**config.mk**
```make
export PLATFORM = sky130hd
export DESIGN_NAME = uart_rx_flat
export DESIGN_NICKNAME = d
export VERILOG_FILES = /design/src/rtl/uart_rx_if.sv /design/src/rtl/uart_rx.sv /design/src/flat_wrapper.sv
export SDC_FILE = /design/constraint.sdc
export NUM_CORES = 1
export LEC_CHECK = 0
export ABC_AREA = 1
export BUFFER_PORTS_ARGS = -buffer_cell sky130_fd_sc_hd__buf_2
export CAP_MARGIN = 10
export CORE_MARGIN = 10
export CORE_UTILIZATION = 31
export CTS_BUF_LIST = sky130_fd_sc_hd__clkbuf_16
export DETAILED_ROUTE_END_ITERATION = 10
export GPL_TIMING_DRIVEN = 0
export SLEW_MARGIN = 0
export SYNTH_ARGS = -nofsm -noshare
export SYNTH_HDL_FRONTEND = slang
export SYNTH_SLANG_ARGS = --single-unit
```
**constraint.sdc**
```tcl
create_clock -name clk -period 4 [get_ports clk]
set_input_delay 0.8 -clock clk [delete_from_list [all_inputs] [get_ports clk]]
set_output_delay 0.8 -clock clk [all_outputs]
set_load 0.1 [all_outputs]
```
**src/rtl/uart_rx_if.sv**
```systemverilog
// Serial receive bundle: the rx line plus the received-byte strobes and status.
// master drives the line, slave is the receiver.
interface uart_rx_if #(
  parameter int unsigned DATA_LEN = 8
);
  logic                rx;
  logic [DATA_LEN-1:0] data_out;
  logic                receive_sig;
  logic                rx_busy;
  logic                frame_err;

  modport master (
    output rx,
    input  data_out,
    input  receive_sig,
    input  rx_busy,
    input  frame_err
  );

  modport slave (
    input  rx,
    output data_out,
    output receive_sig,
    output rx_busy,
    output frame_err
  );
endinterface

```
**src/rtl/uart_rx.sv**
```systemverilog
// 8N1-style UART receiver: synchronizes rx, detects a start bit at its midpoint,
// shifts in DATA_LEN bits LSB first and checks the stop bit.
module uart_rx #(
  parameter int unsigned CLKS_PER_BIT = 2604,
  parameter int unsigned DATA_LEN     = 8
) (
  input  logic     clk,
  input  logic     reset,
  uart_rx_if.slave bus
);

  localparam int unsigned CNT_W = (CLKS_PER_BIT > 1) ? $clog2(CLKS_PER_BIT) : 1;
  localparam int unsigned IDX_W = (DATA_LEN > 1) ? $clog2(DATA_LEN) : 1;

  localparam logic [CNT_W-1:0] CNT_LAST = CNT_W'(CLKS_PER_BIT - 1);
  localparam logic [CNT_W-1:0] CNT_MID  = CNT_W'((CLKS_PER_BIT - 1) / 2);
  localparam logic [IDX_W-1:0] IDX_LAST = IDX_W'(DATA_LEN - 1);

  localparam logic [2:0] IDLE      = 3'd0;
  localparam logic [2:0] START     = 3'd1;
  localparam logic [2:0] DATA      = 3'd2;
  localparam logic [2:0] STOP      = 3'd3;
  localparam logic [2:0] WAIT_IDLE = 3'd4;

  logic                sync1, rx_s;
  logic [2:0]          state, state_nxt;
  logic [CNT_W-1:0]    clk_cnt, cnt_nxt;
  logic [IDX_W-1:0]    bit_idx, idx_nxt;
  logic [DATA_LEN-1:0] shift_q, shift_nxt;
  logic [DATA_LEN-1:0] data_q, data_nxt;
  logic                recv_q, recv_nxt;
  logic                ferr_q, ferr_nxt;

  // State, counters, synchronizer and registered outputs
  always_ff @(posedge clk or negedge reset) begin
    if (!reset) begin
      sync1   <= 1'b1;
      rx_s    <= 1'b1;
      state   <= IDLE;
      clk_cnt <= '0;
      bit_idx <= '0;
      shift_q <= '0;
      data_q  <= '0;
      recv_q  <= 1'b0;
      ferr_q  <= 1'b0;
    end else begin
      sync1   <= bus.rx;
      rx_s    <= sync1;
      state   <= state_nxt;
      clk_cnt <= cnt_nxt;
      bit_idx <= idx_nxt;
      shift_q <= shift_nxt;
      data_q  <= data_nxt;
      recv_q  <= recv_nxt;
      ferr_q  <= ferr_nxt;
    end
  end

  // Next-state and datapath decode
  always_comb begin
    state_nxt = state;
    cnt_nxt   = clk_cnt;
    idx_nxt   = bit_idx;
    shift_nxt = shift_q;
    data_nxt  = data_q;
    recv_nxt  = 1'b0;
    ferr_nxt  = 1'b0;
    case (state)
      IDLE: begin
        if (!rx_s) begin
          state_nxt = START;
          cnt_nxt   = '0;
        end
      end
      START: begin
        // A start bit that is gone by its midpoint is a line glitch.
        if (clk_cnt == CNT_MID) begin
          cnt_nxt   = '0;
          idx_nxt   = '0;
          state_nxt = rx_s ? IDLE : DATA;
        end else begin
          cnt_nxt = clk_cnt + CNT_W'(1);
        end
      end
      DATA: begin
        if (clk_cnt == CNT_LAST) begin
          cnt_nxt            = '0;
          shift_nxt[bit_idx] = rx_s;
          if (bit_idx == IDX_LAST) begin
            state_nxt = STOP;
          end else begin
            idx_nxt = bit_idx + IDX_W'(1);
          end
        end else begin
          cnt_nxt = clk_cnt + CNT_W'(1);
        end
      end
      STOP: begin
        if (clk_cnt == CNT_LAST) begin
          cnt_nxt = '0;
          if (rx_s) begin
            data_nxt  = shift_q;
            recv_nxt  = 1'b1;
            state_nxt = IDLE;
          end else begin
            ferr_nxt  = 1'b1;
            state_nxt = WAIT_IDLE;
          end
        end else begin
          cnt_nxt = clk_cnt + CNT_W'(1);
        end
      end
      WAIT_IDLE: begin
        // Hold through a break so it reports a single frame error.
        if (rx_s) begin
          state_nxt = IDLE;
        end
      end
      default: begin
        state_nxt = IDLE;
        cnt_nxt   = '0;
        idx_nxt   = '0;
      end
    endcase
  end

  assign bus.data_out    = data_q;
  assign bus.receive_sig = recv_q;
  assign bus.frame_err   = ferr_q;
  assign bus.rx_busy     = (state != IDLE);

endmodule

```
**src/flat_wrapper.sv**
```systemverilog
// flat-port wrapper written by rule: the top's interface ports become plain ports
module uart_rx_flat 
#(
  parameter int unsigned CLKS_PER_BIT = 2604,
  parameter int unsigned DATA_LEN     = 8
)
  (clk, reset, bus_rx, bus_data_out, bus_receive_sig, bus_rx_busy, bus_frame_err);
  uart_rx_if #(.DATA_LEN(DATA_LEN)) bus_i ();
  input  logic clk;
  input  logic reset;
  input wire logic [$bits(bus_i.rx)-1:0] bus_rx;
  output wire logic [$bits(bus_i.data_out)-1:0] bus_data_out;
  output wire logic [$bits(bus_i.receive_sig)-1:0] bus_receive_sig;
  output wire logic [$bits(bus_i.rx_busy)-1:0] bus_rx_busy;
  output wire logic [$bits(bus_i.frame_err)-1:0] bus_frame_err;
  assign bus_i.rx = bus_rx;
  assign bus_data_out = bus_i.data_out;
  assign bus_receive_sig = bus_i.receive_sig;
  assign bus_rx_busy = bus_i.rx_busy;
  assign bus_frame_err = bus_i.frame_err;
  uart_rx #(.CLKS_PER_BIT(CLKS_PER_BIT), .DATA_LEN(DATA_LEN)) u_core (.clk(clk), .reset(reset), .bus(bus_i));
endmodule
```
# Yosys cells after proc, flatten, opt, wreduce, memory -nomap -nowiden
# Index checks and enable logic that the tools add are counted.
# totals
regBits,38
out_inout_bits,11
# op_classes
add_sub_neg,2
n_lt_le_gt_ge,2
eq_ne,14
muxes,26
bitwise_logic,2
n_reduce_logical,10
# ops
operator,count
12-bit one-hot mux with 4 select lines,1
12-bit 2-to-1 mux,3
3-bit 2-to-1 mux,10
3-bit one-hot mux with 5 select lines,1
12-bit by 1-bit adder with 12-bit output (second input constant),1
12-bit by 11-bit == test with 1-bit output (second input constant),1
12-bit == test (second input constant),1
2-bit by 1-bit inequality test with 1-bit output (second input constant),5
3-bit one-hot mux with 3 select lines,1
8-bit bitwise mux,1
1-bit 2-to-1 mux,7
3-bit by 2-bit == test with 1-bit output (second input constant),2
3-bit == test (second input constant),2
6-bit AND reduction,1
3-bit by 4-bit less-than comparator with 1-bit output (second input constant),1
2-bit inequality test (second input constant),2
2-bit AND reduction,2
4-bit AND reduction,1
3-bit by 1-bit adder with 3-bit output (second input constant),1
1-bit demux with 3-bit select,1
3-bit by 1-bit == test with 1-bit output (second input constant),1
3-bit by 1-bit >= comparator with 1-bit output (second input constant),1
3-bit logical NOT,1
3-bit AND reduction,1
other kinds (6),7

# Depth between registers and ports, before layout
# Gate-level depths: netlist (run 1).
# depth
ltp_word,5
ltp_mapped,10
ltp_nobuf,10

# Worst setup path before layout (run 1)
# No wires, ideal clock.
# synth_timing
path_type,reg-to-output
start,register u_core.state[0]
end,output bus_rx_busy
arrival_ns,1.206
t_required_ns,3.200
slack_ns,1.994
path_stages_with_launch,3
path_buffers,0
path_cell_list,dfrtp_1 -> nor2_1 -> nand2_1
# synth_via
elab_chain_cells,1
# synth_lines
item,line,source
start: declaration,uart_rx.sv:26,"logic [2:0] state, state_nxt;"
start signal: assignment,uart_rx.sv:49,state <= state_nxt;
3-bit nonzero test,uart_rx.sv:130,assign bus.rx_busy = (state != IDLE);
end: declaration,flat_wrapper.sv:14,output wire logic [$bits(bus_i.rx_busy)-1:0] bus_rx_busy;
# No other way between the ends.

# Final worst setup path (run 1)
# Same ends and word-level chain as after synthesis.

==> flow_metrics.env, run 1 <==
export IMPL_diodes=0
export IMPL_use_met2=0.1303
export IMPL_ant_nets=0
export IMPL_drive_gt1_frac=0.1429
export IMPL_vdd_drop_max_mv=0.1976
export IMPL_ys_seq_area_frac=0.4875
export IMPL_reg2reg_depth=7
export IMPL_hold_buffers=0
export IMPL_post_cts_resized=0
export IMPL_max_freq_mhz=455.7
export IMPL_wl_um=3825
export IMPL_grt_pass1_wl_um=7031
export IMPL_p_per_area_nw_per_um2=370.1
export IMPL_timing_final_crit_share=0.5486
export IMPL_outcome="completed"
export IMPL_syn_nets=259
export IMPL_vias=1609
export IMPL_critPathSlowestCell="dfrtp_1"
export IMPL_cts_tree="built"
export IMPL_finalMaxSlewViolations=0
export IMPL_ctsRootBufferMaster="clkbuf_16"
export IMPL_max_cap_violations=0
export IMPL_synth_compound_area_frac=0.09917
export IMPL_synth_top_cell_area_share=0.4607
export IMPL_post_cts_buffers=0
export IMPL_regToRegSetupSlack_ns=2.25
export IMPL_syn_avg_cell_area_um2=7.760
export IMPL_ys_types=23
export IMPL_grt_max_degree=39
export IMPL_synth_most_common_cell="nand2_1"
export IMPL_final_setup_viol_count=0
export IMPL_required_ns=3.20
export IMPL_synth_area_leaders="dfrtp_1, nand2_1, o21ai_0"
export IMPL_viasPerCell=4.624
export IMPL_clock_path_buffers=2
export IMPL_syn_instance_count=252
export IMPL_core_area_um2=6026
export IMPL_cp_arrival_ns=1.39
export IMPL_critPathMaxFanout=6
export IMPL_synth_mux_area_frac=0
export IMPL_holdPathEnd="u_core.rx_s$_DFF_PN1_"
export IMPL_slew_headroom=0.4552
export IMPL_clock_skew_ns=0.005622
export IMPL_hold_path_depth=0
export IMPL_synth_xor_area_share=0.01344
export IMPL_period_needed_ns=2.194
export IMPL_regArea_um2=953.4
export IMPL_synth_area_um2=1956
export IMPL_gp_congestion=0.8898
export IMPL_setup_tns_ns=0
export IMPL_reg2reg_from="u_core.bit_idx[0]$_DFFE_PN0P_"
export IMPL_cp_slowest_stage_delay_ns=0.43
export IMPL_yosys_area_share_simple=0.2994
export IMPL_synth_edf_count=0
export IMPL_async_reset_ff_frac=1.000
export IMPL_postPlaceCellArea_um2=2115
export IMPL_multi_input_area_um2=855.8
export IMPL_grt_usage=0.08499
export IMPL_power_leakage_uw=0.001057
export IMPL_floorplan_die_height_um=99.43
export IMPL_cp_cell_sequence="nor2_1 -> nand2_1 -> buf_2"
export IMPL_synthFlopType="dfrtp_1"
export IMPL_worst_pin_slew_ns=0.8172
export IMPL_cp_start_kind="register"
export IMPL_hold_path_startpoint="u_core.sync1$_DFF_PN1_"
export IMPL_rows=28
export IMPL_dr_first_iter_drc_count=99
export IMPL_grt_busiest_layer="met2"
export IMPL_hpwl_um=2815
export IMPL_yosysWarnings=0
export IMPL_die_area_um2=9885
export IMPL_pin_count=14
export IMPL_htreeDepth=2
export IMPL_drc=0
export IMPL_clkTransAtPathRegs_ns=0.06
export IMPL_grtUsageMet3=0.02907
export IMPL_grt_antenna_before_repair=0
export IMPL_grt_pass1_vias=1578
export IMPL_cts_buffers=5
export IMPL_io_buffers=13
export IMPL_clkSinkCount=38
export IMPL_rsz0062_at_grt="false"
export IMPL_nFillCells=633
export IMPL_synth_fa_ha_area_frac=0.02559
export IMPL_wl_per_cell_um=10.99
export IMPL_gr_total_overflow=0
export IMPL_ys_ff_latch=38
export IMPL_die_width_um=99.43
export IMPL_hold_path_class="reg2reg"
export IMPL_initial_core_util=0.3245
export IMPL_met1_usage=0.1043
export IMPL_worstSetupEndpointType="output port"
export IMPL_first_pass_iters=4
export IMPL_fin_area_um2=2285
export IMPL_r2r_end="u_core.bit_idx[2]$_DFFE_PN0P_"
export IMPL_syn_to_final_growth_pct=16.83
export IMPL_crit_type="reg2out"
export IMPL_synth_top_area_cell="dfrtp_1"
export IMPL_clock_latency_ns=0.28
export IMPL_synth_top_family_by_area="simple AND/OR/NAND/NOR gates"
export IMPL_hold_viol_final=0
export IMPL_nets=279
export IMPL_synth_common_cells="nand2_1, dfrtp_1, inv_1, o21ai_0, nor2_1"
## metal layers
layer  share of wire  vias up
met3           0.052        5
met2            0.41       33
li1                -      846
met4           0.022        0
met1            0.51      725
met5               0        -
## sequential cells by signal, summed over array words and instances (netlist names), 3 cells and up
signal and count:
u_core.shift_q 8, u_core.state 3, u_core.bit_idx 3, u_core.clk_cnt 12, u_core.bus.data_out 8
## power by group
group | switching, µW | internal [µW]
Sequential | 0.697 | 386
Clock | 154 | 294
Combinational | 9.58 | 1.21
## cells in the final DEF (no fill, tap or decap), types with 3 or more instances in the layout
cell and count:
nand2_2 4, nand3_1 19, inv_1 32, nor2_1 27
inv_2 3, nand4_1 5, buf_2 13, ha_1 4
nor3_1 5, o21ai_0 32, clkbuf_16 5, dfrtp_1 36
nand2_1 67, xor2_1 3
## critical path, delay by kind of cell (launching register included)
kind / cells / cell delay [ns]
and+or+nand+nor: 2 / 0.37
DFF: 1 / 0.43
buffers and inverters: 1 / 0.31
## how the worst max path moves through the flow
| stage | from | endpoint | slack, ns | depth (start not counted) |
|---|---|---|---|---|
| 2_1_floorplan | u_core.state[0]$_DFFE_PN0P_ | bus_rx_busy | 1.99 | 2 |
| 3_3_place_gp | u_core.state[0]$_DFFE_PN0P_ | bus_rx_busy | 2.08 | 3 |
| 3_5_place_dp | u_core.state[0]$_DFFE_PN0P_ | bus_rx_busy | 2.12 | 3 |
| 4_1_cts | u_core.state[0]$_DFFE_PN0P_ | bus_rx_busy | 1.81 | 3 |
| 5_1_grt | u_core.state[0]$_DFFE_PN0P_ | bus_rx_busy | 1.68 | 3 |
| 6_report | u_core.state[0]$_DFFE_PN0P_ | bus_rx_busy | 1.81 | 3 |
## through the flow
step / hold slack [ns] / cells / utilization / power, µW / setup slack [ns]
after global placement: 0.3472 / 340 / 0.3509 / 405.7 / 2.084
after detailed placement: 0.3473 / 340 / 0.3509 / 405.6 / 2.124
after floorplan: 0.3452 / 252 / - / 396.1 / 1.994
after global routing: 0.3676 / 348 / 0.3792 / 875.3 / 1.680
final: 0.3547 / 348 / 0.3792 / 845.6 / 1.806
after CTS: 0.3554 / 348 / 0.3792 / 857.7 / 1.814
## cells by family (layout without fill, tap and decap cells)
kind of cell               after synthesis  after routing
and+or+nand+nor                        133            133
DFF                                     38             38
AOI/OAI and AO/OA                       37             37
buffers and inverters                   37             58
adders and majority gates                4              4
xor gates and xnor gates                 3              3
## area by class of cell
type,instances,share of cell area
clock buffer,5,0.05476
multi-input combinational,177,0.3746
timing repair buffer,13,0.02848
sequential,38,0.4173
clock inverter,3,0.01972
buffer,2,0.006572
inverter,35,0.05750
tap,75,0.04107
No activity file was read; power rests on OpenSTA's default activity.
==> run 2: changes to the inputs <==
--- a/config.mk
+++ b/config.mk
@@ -5,7 +5,7 @@
 export SDC_FILE = /design/constraint.sdc
 export NUM_CORES = 1
 export LEC_CHECK = 0
-export ABC_AREA = 1
+export ABC_AREA = 0
 export BUFFER_PORTS_ARGS = -buffer_cell sky130_fd_sc_hd__buf_2
 export CAP_MARGIN = 10
 export CORE_MARGIN = 10
==> constraint.sdc (replaced) <==
create_clock -name clk -period 2 [get_ports clk]
set_input_delay 0.4 -clock clk [delete_from_list [all_inputs] [get_ports clk]]
set_output_delay 0.4 -clock clk [all_outputs]
set_load 0.1 [all_outputs]
==> flow_metrics.env, run 2 <==
export IMPL_outcome="completed"
export IMPL_diodes=0
export IMPL_r2r_end="u_core.bus.data_out[3]$_DFFE_PN0P_"
export IMPL_gr_total_overflow=0
export IMPL_gp_congestion=0.8165
export IMPL_p_per_area_nw_per_um2=723.7
export IMPL_initial_core_util=0.3214
export IMPL_wl_per_cell_um=14.42
export IMPL_max_freq_mhz=525.0
export IMPL_cp_arrival_ns=2.06
export IMPL_hold_viol_final=0
export IMPL_worstSetupEndpointType="register"
export IMPL_first_pass_iters=4
export IMPL_viasPerCell=5.167
export IMPL_rows=29
export IMPL_final_cell_mix="dfrtp_1, nand2_1, buf_2, mux2_2, o21ai_0"
export IMPL_layoutNonFillerInstCount=293
export IMPL_grt_pass1_wl_um=7472
export IMPL_ant_nets=0
export IMPL_pin_count=14
export IMPL_ys_ff_latch=38
export IMPL_ctsRootBufferMaster="clkbuf_16"
export IMPL_setup_tns_ns=0
export IMPL_reg2reg_depth=6
export IMPL_grt_antenna_before_repair=0
export IMPL_grt_max_degree=39
export IMPL_grt_usage=0.08960
export IMPL_hold_path_startpoint="bus_rx"
export IMPL_slew_headroom=0.4330
export IMPL_regToRegSetupSlack_ns=0.1
export IMPL_timing_final_crit_share=0.9523
export IMPL_finalMaxSlewViolations=0
export IMPL_wl_um=4225
export IMPL_dr_first_iter_drc_count=81
export IMPL_synthFlopType="dfrtp_1"
export IMPL_syn_instance_count=195
export IMPL_final_setup_viol_count=0
export IMPL_synth_common_cells="dfrtp_1, nand2_1, mux2_2, o21ai_0, nor2_1"
export IMPL_async_reset_ff_frac=1.000
export IMPL_synth_top_cell_area_share=0.4364
export IMPL_rsz0062_at_grt="false"
export IMPL_vdd_drop_max_mv=0.5179
export IMPL_clkSinkCount=38
export IMPL_drive_gt1_frac=0.2824
export IMPL_crit_type="reg2reg"
export IMPL_syn_nets=202
export IMPL_die_width_um=101.6
export IMPL_cts_tree="built"
export IMPL_clkTransAtPathRegs_ns=0.06
export IMPL_clock_path_buffers=2
export IMPL_vias=1514
export IMPL_regMostFlops="u_core.clk_cnt"
export IMPL_layout_commonest_cell="dfrtp_1"
export IMPL_clock_skew_ns=0.004057
export IMPL_power_leakage_uw=0.001109
export IMPL_io_buffers=13
export IMPL_hold_path_class="in2reg"
export IMPL_largest_register_ffs=12
export IMPL_ys_seq_area_frac=0.4618
export IMPL_holdPathEnd="u_core.sync1$_DFF_PN1_"
export IMPL_syn_to_final_growth_pct=20.73
export IMPL_hold_buffers=0
export IMPL_core_area_um2=6422
export IMPL_clock_latency_ns=0.28
export IMPL_floorplan_die_height_um=101.6
export IMPL_synth_area_leaders="dfrtp_1, mux2_2, nand2_1"
export IMPL_required_ns=2.16
export IMPL_yosysWarnings=0
export IMPL_hpwl_um=2875
export IMPL_nets=222
export IMPL_synth_area_um2=2064
export IMPL_dp_cells=285
export IMPL_htreeDepth=2
export IMPL_cts_buffers=5
export IMPL_ys_types=53
export IMPL_synth_edf_count=0
export IMPL_cp_start_kind="register"
export IMPL_max_cap_violations=0
export IMPL_synth_top_area_cell="dfrtp_1"
export IMPL_syn_avg_cell_area_um2=10.59
export IMPL_die_area_um2=10320
export IMPL_critPathMaxFanout=8
export IMPL_worst_pin_slew_ns=0.8506
export IMPL_hold_path_depth=1
export IMPL_drc=0
export IMPL_period_needed_ns=1.905
export IMPL_reg2reg_from="u_core.clk_cnt[0]$_DFFE_PN0P_"
export IMPL_synth_most_common_cell="dfrtp_1"
export IMPL_whs_ns=0.2207
export IMPL_grt_pass1_vias=1562
[run 2: changes by cell type after synthesis, sizes merged, moves of 5 or more]
| cell | previous run | this run |
|---|---|---|
| nor2 | 30 | 10 |
| mux2 | 0 | 18 |
| and3 | 0 | 5 |
| o211ai | 0 | 6 |
| nand3 | 20 | 7 |
| clkbuf | 1 | 7 |
| o21ai | 34 | 9 |
| inv | 35 | 7 |
| nand2 | 71 | 21 |
[run 2: cell type report]
class,count,area (µm²)
inverters,7,26.28
clock inverters,3,63.81
repair buffers,15,83.83
plain buffers,10,52.55
fillers,642,3930
flip-flops and latches,38,955.9
clock buffers,5,125.1
multi-input cells,138,1089
well taps,77,96.34
[run 2: metal layers]
metal	part of all wire	track usage	vias up
met4	0.022	0.04730	0
met1	0.49	0.1133	732
met5	0	0	-
met2	0.46	0.1387	17
li1	-	-	760
met3	0.031	0.02110	5
[run 2: how the worst max path moves through the flow]
stage                                              from                                 end  slack [ns]
after floorplan           u_core.clk_cnt[0]$_DFFE_PN0P_       u_core.shift_q[3]$_DFFE_PN0P_        0.10
after global placement    u_core.clk_cnt[0]$_DFFE_PN0P_       u_core.clk_cnt[9]$_DFFE_PN0P_       -0.17
after detailed placement  u_core.clk_cnt[0]$_DFFE_PN0P_       u_core.clk_cnt[5]$_DFFE_PN0P_       -0.18
after CTS                 u_core.clk_cnt[3]$_DFFE_PN0P_       u_core.shift_q[3]$_DFFE_PN0P_       0.009
after global routing      u_core.clk_cnt[0]$_DFFE_PN0P_         u_core.state[1]$_DFFE_PN0P_        0.01
final                     u_core.clk_cnt[0]$_DFFE_PN0P_  u_core.bus.data_out[3]$_DFFE_PN0P_         0.1
[run 2: worst max-delay path, cell delays in order, from the launching register on]
cell     delay [ns]
dfrtp_2        0.43
ha_4           0.18
nor4b_4        0.21
buf_6          0.17
nand3_2        0.13
nor2_4         0.28
mux2_2         0.38
[run 2: per-stage QoR]
step | area (µm²) | power, µW | util | worst slack [ns]
2_1_floorplan | 2064 | 792.0 | - | 0.1039
3_3_place_gp | 2226 | 811.1 | 0.3466 | -0.1664
3_5_place_dp | 2226 | 812.0 | 0.3466 | -0.1814
4_1_cts | 2460 | 1825 | 0.3830 | 0.008975
5_1_grt | 2492 | 1859 | 0.3881 | 0.009601
6_report | 2492 | 1804 | 0.3881 | 0.09533
[run 2: cells by family after synthesis]
kind of cell | synth area share
AOI/OAI and AO/OA | 0.1224
xor gates and xnor gates | 0.004243
adders and majority gates | 0.02424
buffers and inverters | 0.04182
DFF | 0.4618
muxes | 0.1030
and+or+nand+nor | 0.2424
[run 2: timing repair]
| item | in CTS | in global routing |
|---|---|---|
| buffers inserted | 2 | 0 |
| gates resized for setup | 6 | 6 |
| endpoints found under the setup margin | 27 | 23 |
| pin swaps | 1 | 0 |
[run 2: power breakdown]
part	total [µW]	switching, µW	internal, µW
Sequential	775	2.14	773
Clock	1010	297	710
Combinational	21.5	18.5	2.98
==> run 3: changes to the inputs <==
--- a/config.mk
+++ b/config.mk
@@ -8,6 +8,7 @@
 export ABC_AREA = 0
 export BUFFER_PORTS_ARGS = -buffer_cell sky130_fd_sc_hd__buf_2
 export CAP_MARGIN = 10
+export CORE_ASPECT_RATIO = 1.5
 export CORE_MARGIN = 10
 export CORE_UTILIZATION = 31
 export CTS_BUF_LIST = sky130_fd_sc_hd__clkbuf_16
==> flow_metrics.env, run 3 (synthesis results as in run 2) <==
export IMPL_outcome="completed"
export IMPL_floorplan_die_height_um=119.9
export IMPL_fin_total_pwr_uw=1540
export IMPL_grt_max_degree=39
export IMPL_critPathMaxFanout=6
export IMPL_p_sw_frac=0.2042
export IMPL_initial_core_util=0.3183
export IMPL_vias=1556
export IMPL_p_int_uw=1226
export IMPL_syn_to_final_growth_pct=19.52
export IMPL_crit_type="reg2reg"
export IMPL_final_cell_mix="dfrtp_1, nand2_1, buf_2, mux2_2, o21ai_0"
export IMPL_final_setup_viol_count=0
export IMPL_regMostFlops="u_core.clk_cnt"
export IMPL_cts_buffers=5
export IMPL_viasPerCell=5.329
export IMPL_clock_path_buffers=2
export IMPL_nets=223
export IMPL_layout_commonest_cell="dfrtp_1"
export IMPL_pin_count=14
export IMPL_cts_tree="built"
export IMPL_first_pass_iters=4
export IMPL_io_buffers=13
export IMPL_wl_um=4340
export IMPL_ctsRootBufferMaster="clkbuf_16"
export IMPL_cp_start_kind="register"
export IMPL_drive_gt1_frac=0.3009
export IMPL_max_freq_mhz=532.4
export IMPL_grt_pass1_vias=1586
export IMPL_postPlaceCellArea_um2=2225
export IMPL_p_per_area_nw_per_um2=624.2
export IMPL_post_route_util=0.3804
export IMPL_vdd_drop_max_mv=0.2443
export IMPL_hpwl_um=3134
export IMPL_core_area_um2=6486
export IMPL_grt_pass1_wl_um=7514
export IMPL_p_clk_frac=0.483
export IMPL_grt_usage=0.08765
export IMPL_ant_nets=0
export IMPL_dr_first_iter_drc_count=46
export IMPL_wl_per_cell_um=14.86
export IMPL_gr_total_overflow=0
export IMPL_hold_viol_final=0
export IMPL_fin_area_um2=2467
export IMPL_period_needed_ns=1.878
export IMPL_htreeDepth=2
export IMPL_clkTransAtPathRegs_ns=0.06
export IMPL_largest_register_ffs=12
export IMPL_die_width_um=86.63
export IMPL_p_sw_uw=314.5
export IMPL_rsz0062_at_grt="true"
export IMPL_gp_congestion=0.7789
export IMPL_worst_pin_slew_ns=0.8509
export IMPL_hold_path_class="in2reg"
export IMPL_nFillCells=668
export IMPL_timing_final_crit_share=0.9391
export IMPL_drc=0
export IMPL_cp_arrival_ns=2.04
export IMPL_finalMaxSlewViolations=0
export IMPL_clock_skew_ns=0.006626
export IMPL_slew_headroom=0.4327
export IMPL_setup_tns_ns=0
export IMPL_max_cap_violations=0
export IMPL_rows=36
export IMPL_power_frac_comb=0.014
export IMPL_worstSetupEndpointType="register"
export IMPL_clock_latency_ns=0.28
export IMPL_required_ns=2.16
export IMPL_hold_buffers=0
export IMPL_whs_ns=0.2201
export IMPL_clkSinkCount=38
export IMPL_die_area_um2=10390
export IMPL_grt_antenna_before_repair=0
export IMPL_diodes=0
export IMPL_sequentialPowerShare=0.503
export IMPL_power_leakage_uw=0.001090
==> run 3: cell count changes in the layout (fill, tap and decap cells not counted), moves of 2 or more <==
cell,delta
bufinv_16,-2
nor4_2,+2
clkinv_2,+2
nor4_1,-2
==> run 3: worst max-delay path, cell delays in order (launching register included) <==
cell,delay [ns]
dfrtp_2,0.42
ha_4,0.18
nor4b_4,0.20
buf_6,0.17
nand4_4,0.17
nor4b_4,0.25
mux2_2,0.36
==> run 3: worst paths after layout <==
path / slack [ns] / startpoint / to / depth (start not counted)
max: 0.12 / u_core.clk_cnt[0]$_DFFE_PN0P_ / u_core.shift_q[3]$_DFFE_PN0P_ / 6
min: 0.22 / bus_rx / u_core.sync1$_DFF_PN1_ / 1
max reg2reg: 0.12 / u_core.clk_cnt[0]$_DFFE_PN0P_ / u_core.shift_q[3]$_DFFE_PN0P_ / 6
min reg2reg: 0.36 / u_core.sync1$_DFF_PN1_ / u_core.rx_s$_DFF_PN1_ / 0
max in group asynchronous: 1.18 / reset / u_core.bit_idx[1]$_DFFE_PN0P_ / 1
min in group asynchronous: 0.23 / reset / u_core.clk_cnt[10]$_DFFE_PN0P_ / 1
==> run 3: per-stage QoR <==
stage | instances | setup WS, ns
after floorplan | 195 | 0.1039
after global placement | 284 | -0.1921
after detailed placement | 284 | -0.2373
after CTS | 293 | 0.02508
after global routing | 292 | -0.01114
final | 292 | 0.1218
==> run 3: routing by layer <==
| metal | global-route usage | up-vias | wire length, µm |
|---|---|---|---|
| met2 | 0.1620 | 25 | 2401 |
| met1 | 0.08577 | 765 | 1652 |
| met5 | 0 | - | 0 |
| li1 | - | 756 | - |
| met4 | 0.04573 | 0 | 110 |
| met3 | 0.02167 | 10 | 175 |
==> run 3: timing repair <==
item	in CTS	in global routing
setup buffers	2	1
endpoints found under the setup margin	28	24
resized for setup	7	9
==> run 3: cell type report <==
| class | count | area [µm²] | share of cell area |
|---|---|---|---|
| Buffer | 10 | 52.55 | 0.02130 |
| Clock buffer | 5 | 125.1 | 0.05071 |
| Clock inverter | 2 | 10.01 | 0.004057 |
| Inverter | 7 | 26.28 | 0.01065 |
| Multi-Input combinational cell | 138 | 1110 | 0.4498 |
| Sequential cell | 38 | 957.2 | 0.3879 |
| Tap cell | 76 | 95.09 | 0.03854 |
| Timing Repair Buffer | 16 | 91.34 | 0.03702 |
==> run 3: power by group through the flow <==
stage / registers [µW] / logic, µW / clock network [µW]
global route: 775 / 26.3 / 791
floorplan: 788 / 4.06 / 0
detailed placement: 789 / 23.4 / 0
finish: 775 / 21.7 / 743
CTS: 775 / 23.4 / 765
global placement: 788 / 23.0 / 0
